$ cat src/rtl/stopwatch_pkg.sv
// Shared types and constants for the BCD MM:SS stopwatch.
// bcd2_t holds one two-digit field; int_to_bcd2 builds wrap constants.
package stopwatch_pkg;

    localparam int unsigned BCD_W    = 4;
    localparam int unsigned SEC_WRAP = 59;

    typedef struct packed {
        logic [BCD_W-1:0] tens;
        logic [BCD_W-1:0] ones;
    } bcd2_t;

    function automatic bcd2_t int_to_bcd2(input int unsigned value);
        bcd2_t r;
        r.tens = BCD_W'((value / 10) % 10);
        r.ones = BCD_W'(value % 10);
        return r;
    endfunction

endpackage

$ cat src/rtl/bcd_mod_counter.sv
// Two-digit BCD counter that wraps WRAP -> 00.
// wrap_out flags the increment that causes the wrap, for carry chaining.
module bcd_mod_counter
    import stopwatch_pkg::*;
#(
    parameter int unsigned WRAP = 59
) (
    input  logic             clk,
    input  logic             rst_n,
    input  logic             clr,
    input  logic             inc,
    output logic [BCD_W-1:0] tens,
    output logic [BCD_W-1:0] ones,
    output logic             wrap_out
);

    localparam bcd2_t WrapBcd = int_to_bcd2(WRAP);

    bcd2_t cnt_q, cnt_d;
    logic  at_wrap;

    assign at_wrap  = (cnt_q == WrapBcd);
    assign wrap_out = inc & at_wrap;
    assign tens     = cnt_q.tens;
    assign ones     = cnt_q.ones;

    always_comb begin
        cnt_d = cnt_q;
        if (clr) begin
            cnt_d = '0;
        end else if (inc) begin
            if (at_wrap) begin
                cnt_d = '0;
            end else if (cnt_q.ones == BCD_W'(9)) begin
                cnt_d.tens = cnt_q.tens + BCD_W'(1);
                cnt_d.ones = '0;
            end else begin
                cnt_d.ones = cnt_q.ones + BCD_W'(1);
            end
        end
    end

    always_ff @(posedge clk or negedge rst_n) begin
        if (!rst_n) begin
            cnt_q <= '0;
        end else begin
            cnt_q <= cnt_d;
        end
    end

endmodule

$ cat src/rtl/stopwatch_counter.sv
// MM:SS BCD stopwatch advanced by edges of the divided tick_in square wave.
// Supports run/pause, clear and per-field adjust; step pulses alongside each digit change.
module stopwatch_counter
    import stopwatch_pkg::*;
#(
    parameter int unsigned MIN_WRAP   = 59,
    parameter int unsigned BOTH_EDGES = 0
) (
    input  logic             clk,
    input  logic             rst_n,
    input  logic             tick_in,
    input  logic             run_toggle,
    input  logic             clear,
    input  logic             adj_en,
    input  logic             adj_sel,
    output logic [BCD_W-1:0] min_tens,
    output logic [BCD_W-1:0] min_ones,
    output logic [BCD_W-1:0] sec_tens,
    output logic [BCD_W-1:0] sec_ones,
    output logic             running,
    output logic             step
);

    logic tick_q;
    logic running_q, running_d;
    logic step_q, step_d;
    logic rise, fall, adv;
    logic sec_inc, min_inc, sec_wrap, min_wrap_unused;

    assign rise = tick_in & ~tick_q;
    assign fall = ~tick_in & tick_q;
    assign adv  = rise | ((BOTH_EDGES != 0) & fall);

    // clear wins over any coincident advance; increments use pre-toggle running.
    always_comb begin
        sec_inc   = 1'b0;
        min_inc   = 1'b0;
        running_d = running_q ^ run_toggle;
        if (!clear) begin
            if (adj_en) begin
                sec_inc = adv & ~adj_sel;
                min_inc = adv & adj_sel;
            end else begin
                sec_inc = running_q & adv;
                min_inc = running_q & adv & sec_wrap;
            end
        end
        step_d = sec_inc | min_inc;
    end

    bcd_mod_counter #(
        .WRAP(SEC_WRAP)
    ) u_sec (
        .clk     (clk),
        .rst_n   (rst_n),
        .clr     (clear),
        .inc     (sec_inc),
        .tens    (sec_tens),
        .ones    (sec_ones),
        .wrap_out(sec_wrap)
    );

    bcd_mod_counter #(
        .WRAP(MIN_WRAP)
    ) u_min (
        .clk     (clk),
        .rst_n   (rst_n),
        .clr     (clear),
        .inc     (min_inc),
        .tens    (min_tens),
        .ones    (min_ones),
        .wrap_out(min_wrap_unused)
    );

    always_ff @(posedge clk or negedge rst_n) begin
        if (!rst_n) begin
            tick_q    <= 1'b0;
            running_q <= 1'b0;
            step_q    <= 1'b0;
        end else begin
            tick_q    <= tick_in;
            running_q <= running_d;
            step_q    <= step_d;
        end
    end

    assign running = running_q;
    assign step    = step_q;

endmodule

$ cat config.mk
export PLATFORM = sky130hd
export DESIGN_NAME = stopwatch_counter
export DESIGN_NICKNAME = d
export VERILOG_FILES = /design/src/rtl/stopwatch_pkg.sv /design/src/rtl/bcd_mod_counter.sv /design/src/rtl/stopwatch_counter.sv
export SDC_FILE = /design/constraint.sdc
export NUM_CORES = 1
export LEC_CHECK = 0
export ABC_AREA = 1
export ABC_CLOCK_PERIOD_IN_PS = 1800
export CAP_MARGIN = 20
export CORE_UTILIZATION = 50
export CTS_CLUSTER_SIZE = 14
export DETAILED_ROUTE_END_ITERATION = 8
export GPL_ROUTABILITY_DRIVEN = 0
export PLACE_DENSITY = 0.87
export REMOVE_ABC_BUFFERS = 1
export SYNTH_ARGS = -nofsm -noshare
export SYNTH_HDL_FRONTEND = slang
export SYNTH_SLANG_ARGS = --single-unit
$ cat constraint.sdc
create_clock -name clk -period 1.8 [get_ports clk]
set_clock_uncertainty 0.05 [all_clocks]
set_input_delay 0.45 -clock clk [delete_from_list [all_inputs] [get_ports clk]]
set_output_delay 0.45 -clock clk [all_outputs]
set_load 0.1 [all_outputs]
Yosys cells after proc, flatten, opt, wreduce, memory -nomap -nowiden
Index checks and enable logic that the tools add are counted.
{ "totals": {"input_bits": 7, "out_inout_bits": 18, "elab_cells": 45, "regBits": 19} }
{ "classes": {"bitwise": 10, "muxes": 14, "n_reduce_logical": 6, "n_eq_ne": 4, "add_sub_neg": 4} }
{ "op_table": {"columns": ["op", "count"], "rows": [
  ["two-way mux 8 bit", 6],
  ["adder 4 x 1 -> 4 bit (second input constant)", 4],
  ["== test 8 x 7 -> 1 bit (second input constant)", 2],
  ["two-way mux 4 bit", 4],
  ["== test 4 bit (second input constant)", 2],
  ["bitwise AND 1 bit", 6],
  ["nonzero test 3 bit", 2],
  ["two-way mux 1 bit", 4],
  ["AND reduction 2 bit", 2],
  ["nonzero test 2 bit", 2],
  ["NOT 1 bit", 2],
  ["OR 1 bit", 1],
  ["bitwise XOR 1 bit", 1]
]} }

Logic depth before layout (Yosys ltp)
{ "logic_depth": {"ltp_word": 11, "depth_mapped": 9} }

Cells and area by module
From an unflattened synthesis, not the netlist that was laid out.
{ "unflattened": {"hier_cells": 133, "hier_area_um2": 1073.5} }
{ "by_module_without_submodules": {"columns": ["module", "area_each_um2", "seq_area_each_um2", "cells_per_inst", "instances"], "rows": [
  ["bcd_mod_counter", 456.7, 200.2, 55, 2],
  ["stopwatch_counter", 160.2, 75.1, 23, 1]
]} }

Least setup slack after synthesis
No wires, ideal clock.
{ "synth_path": {"path_type": "register to register", "from": "reg u_sec.cnt_q, in the netlist u_sec.ones[0]", "to": "reg u_min.cnt_q, in the netlist u_min.tens[0]", "period_less_slack_ns": 2.103, "path_slack_ns": -0.303, "stages_incl_launch_ff": 9, "required_ns": 1.630, "t_arrival_ns": 1.933, "cell_sequence": "dfrtp_1 -> ha_1 -> nand3_2 -> nor2_4 -> nand2_4 -> nand2_4 -> nand2_4 -> nand2_1 -> nand2_1"} }
{ "synth_via": {"elab_chain_len": 7} }
{ "synth_lines": {"columns": ["element", "line_no", "rtl"], "rows": [
  ["from (decl)", "bcd_mod_counter.sv:19", "bcd2_t cnt_q, cnt_d;"],
  ["from (signal assigned)", "bcd_mod_counter.sv:47", "cnt_q <= cnt_d;"],
  ["== test 8 x 7 -> 1 bit", "bcd_mod_counter.sv:22", "assign at_wrap = (cnt_q == WrapBcd);"],
  ["bitwise AND 1 bit", "bcd_mod_counter.sv:23", "assign wrap_out = inc & at_wrap;"],
  ["bitwise AND 1 bit", "stopwatch_counter.sv:45", "min_inc = running_q & adv & sec_wrap;"],
  ["two-way mux 1 bit", "stopwatch_counter.sv:40", "if (adj_en) begin"],
  ["two-way mux 1 bit", "stopwatch_counter.sv:39", "if (!clear) begin"],
  ["nonzero test 2 bit (no source line)", null, null],
  ["AND reduction 2 bit (no source line)", null, null],
  ["to (signal assigned)", "bcd_mod_counter.sv:47", null],
  ["to (decl)", "bcd_mod_counter.sv:19", null]
]} }
Every way passes these cells.
A chain may end at the register's enable or synchronous reset.

Worst setup path in the final report
{ "layout_path": {"from": "reg u_sec.cnt_q, in the netlist u_sec.ones[1]", "to": "reg u_min.cnt_q, in the netlist u_min.tens[2]"} }
Same word-level chain as after synthesis.

==> out/results.tsv <==
stage	metric	value	unit
yosys	synthesized flop and latch total	19	
die	Top-Level Pins	25	
sta	fin. max-slew vios	0	
sta	Slew Limit Headroom	80.6	%
sta	final setup TNS	0	ns
clocking	H-tree level count	1	
yosys	Cells after Synth	148	
sta	fin crit share	87.0	%
yosys	top cell type's share of synthesized area	40.5	%
clocking	Num CTS Buffers	3	
route	DRT Wirelength	2.63	mm
route	DR iter-0 viols	18	
worst_setup_path	CP Launch Type	flip-flop	
grt	global-route wire length before repair	4.79	mm
grt	global-route usage over all layers	24.6	%
yosys	Seq/Total Area, Yosys	40.5	%
route	via-per-instance ratio	5.34	
clocking	post-CTS setup buffers	0	
route	router iterations before antenna repair	4	
layout	Filler Cell Count	158	
yosys	average size of a mapped cell	7.93	sq um
layout	nets	196	
clocking	post-cts resize count	0	
die	Die Ht	50.5	um
yosys	Yosys Warn Count	0	
clocking	clock latency on the worst-skew pair	0.30	ns
yosys	Post-Syn Area	1170	sq um
die	core footprint	2210	sq um
worst_setup_path	CP arrival	1.72	ns
clocking	Sink Count	19	
clocking	CTS tree	done	
grt	total congestion overflow	0	
sta	worst hold margin	0.418	ns
clocking	clk slew on worst S/H paths	0.12	ns
sta	RSZ-0062 raised after global routing	false	
sta	worst slew pin tran	0.291	ns
power	total power	2180	uW
sta	fin crit period	1.57	ns
power	LEAKAGE	0.000840	uW
clocking	root buf cell	clkbuf_4	
route	via count	1110	
sta	final hold violation count	0	
clocking	buffer depth of the longest clock path	2	
layout	number of diodes	0	
outcome	status	complete, no violations	
yosys	post-synthesis cell type count	23	
die	row cnt	17	
sta	Final setup viols	0	
die	Initial Util	53.1	%
route	drt drc	0	
die	Die Width	50.5	um
grt	initial antenna violation count	0	
grt	vias in the first global route	1135	
worst_setup_path	Worst EP required	1.96	ns
flow_run	Maximum Capacitance Violations	0	
die	die area	2550	sq um
min_path	HP Class	in2async	
route	ANT nets after route	0	
route	Wirelength per Cell	12.7	um
power	Cell Pwr Density	1290	nW/um^2
placed_design	post-DP HPWL	2.06	mm
clocking	cts hold-fix bufs	0	
worst_setup_path	crit end category	flip-flop	
worst_setup_path	class of the most critical setup path	reg2reg	
placed_design	IO buf count	24	
sta	fmax	638	MHz
layout	layout cell share with drive strength beyond 1	21.7	%
yosys	Synth area leaders	dfrtp_1, nand2_1, ha_1, inv_1, nand3_1	
worst_setup_path	worst-path maximum fanout	9	
yosys	biggest area consumer among synthesized cells	dfrtp_1	
grt	largest net degree at the start of global routing	20	
power	peak supply drop	0.974	mV
layout	area grow syn2layout	43.9	%
## synthesized netlist by cell type
cell and instances:
xor2_1 2, nor2_2 1, o31ai_1 1, nand3b_1 1, inv_2 1, a21oi_4 1, nand3_1 11, nand3_2 3
inv_1 20, nand2_4 3, o21ai_0 4, dfrtp_1 19, nand2_1 40, o21ai_1 2, nor3_1 6, xnor2_1 2
buf_2 1, a21oi_1 2, ha_1 8, nand4_1 4, nor2_1 13, nor2_4 2, nand2_2 1
## final cells by class
| type | count | area, sq um | share of cell area (%) |
|---|---|---|---|
| Tap cell | 28 | 35.0 | 2.07 |
| Sequential cell | 19 | 475 | 28.1 |
| Clock inverter | 1 | 5.00 | 0.296 |
| Inverter | 21 | 78.8 | 4.67 |
| Timing Repair Buffer | 29 | 458 | 27.1 |
| Clock buffer | 3 | 22.5 | 1.33 |
| Multi-Input combinational cell | 107 | 614 | 36.4 |
## metal layers
layer  vias up  global-route usage (%)  wire length, um
met5         -                       0                0
met4         0                    10.2               52
met3         8                    3.64              128
met2        40                    44.9             1370
met1       530                    28.2             1080
li1        532                       -                -
## logic make-up after synthesis
| logic type | share of synthesized area (%) |
|---|---|
| simple gates | 35.4 |
| xor+xnor | 2.99 |
| buf+inv | 7.14 |
| flops | 40.5 |
| compound gates | 5.44 |
| fa+ha+maj | 8.53 |
## flip-flops by register name, summed over array words and instances, names as in the netlist
name        count
u_sec.ones      4
step            1
u_min.ones      4
running         1
u_min.tens      4
u_sec.tens      4
tick_q          1
## through the flow
step	setup WS (ns)	util [%]	area, sq um	cells
finish	0.234	76.4	1690	208
global route	0.115	76.4	1690	208
CTS	0.223	76.4	1690	208
detailed placement	-0.0605	75.1	1660	204
global placement	0.0187	75.1	1660	204
floorplan	-0.303	-	1170	147
## where the power goes
group | internal [uW] | switching [uW] | total [uW]
combinational | 454 | 833 | 1290
clock | 82.9 | 143 | 226
sequential | 509 | 163 | 672
total | 1050 | 1140 | 2180
## cells in the final DEF, fill, tap and decap left out, drive strengths merged
| cell type | Yosys | layout |
|---|---|---|
| nand2 | 44 | 44 |
| buf | 1 | 23 |
| inv | 21 | 21 |
| dfrtp | 19 | 19 |
| nor2 | 16 | 16 |
| nand3 | 14 | 14 |
| ha | 8 | 8 |
| nor3 | 6 | 6 |
| clkdlybuf4s50 | 0 | 6 |
| o21ai | 6 | 6 |
| nand4 | 4 | 4 |
| clkbuf | 0 | 3 |
| a21oi | 3 | 3 |
| xor2 | 2 | 2 |
| xnor2 | 2 | 2 |
| o31ai | 1 | 1 |
| nand3b | 1 | 1 |
| clkinv | 0 | 1 |
## final timing paths
| path | startpoint | to | slack [ns] | cells past startpoint |
|---|---|---|---|---|
| max in group asynchronous | rst_n | u_min.ones[3]$_DFFE_PN0P_ | 1.08 | 2 |
| min in group clk | tick_q$_DFF_PN0_ | step$_DFF_PN0_ | 0.52 | 3 |
| max reg2reg | u_sec.ones[1]$_DFFE_PN0P_ | u_min.tens[2]$_DFFE_PN0P_ | 0.23 | 9 |
| max | u_sec.ones[1]$_DFFE_PN0P_ | u_min.tens[2]$_DFFE_PN0P_ | 0.23 | 9 |
| min reg2reg | tick_q$_DFF_PN0_ | step$_DFF_PN0_ | 0.52 | 3 |
| min | rst_n | u_sec.ones[3]$_DFFE_PN0P_ | 0.42 | 2 |
## critical path, stage by stage (launching register included)
cell,delay (ns)
dfrtp_1,0.46
inv_1,0.08
ha_1,0.15
nand3_2,0.13
nor2_4,0.20
nand2_4,0.09
nand2_4,0.12
nand2_4,0.07
nand2_1,0.06
nand2_1,0.06
Note: power is estimated with default switching activity, not from simulation.
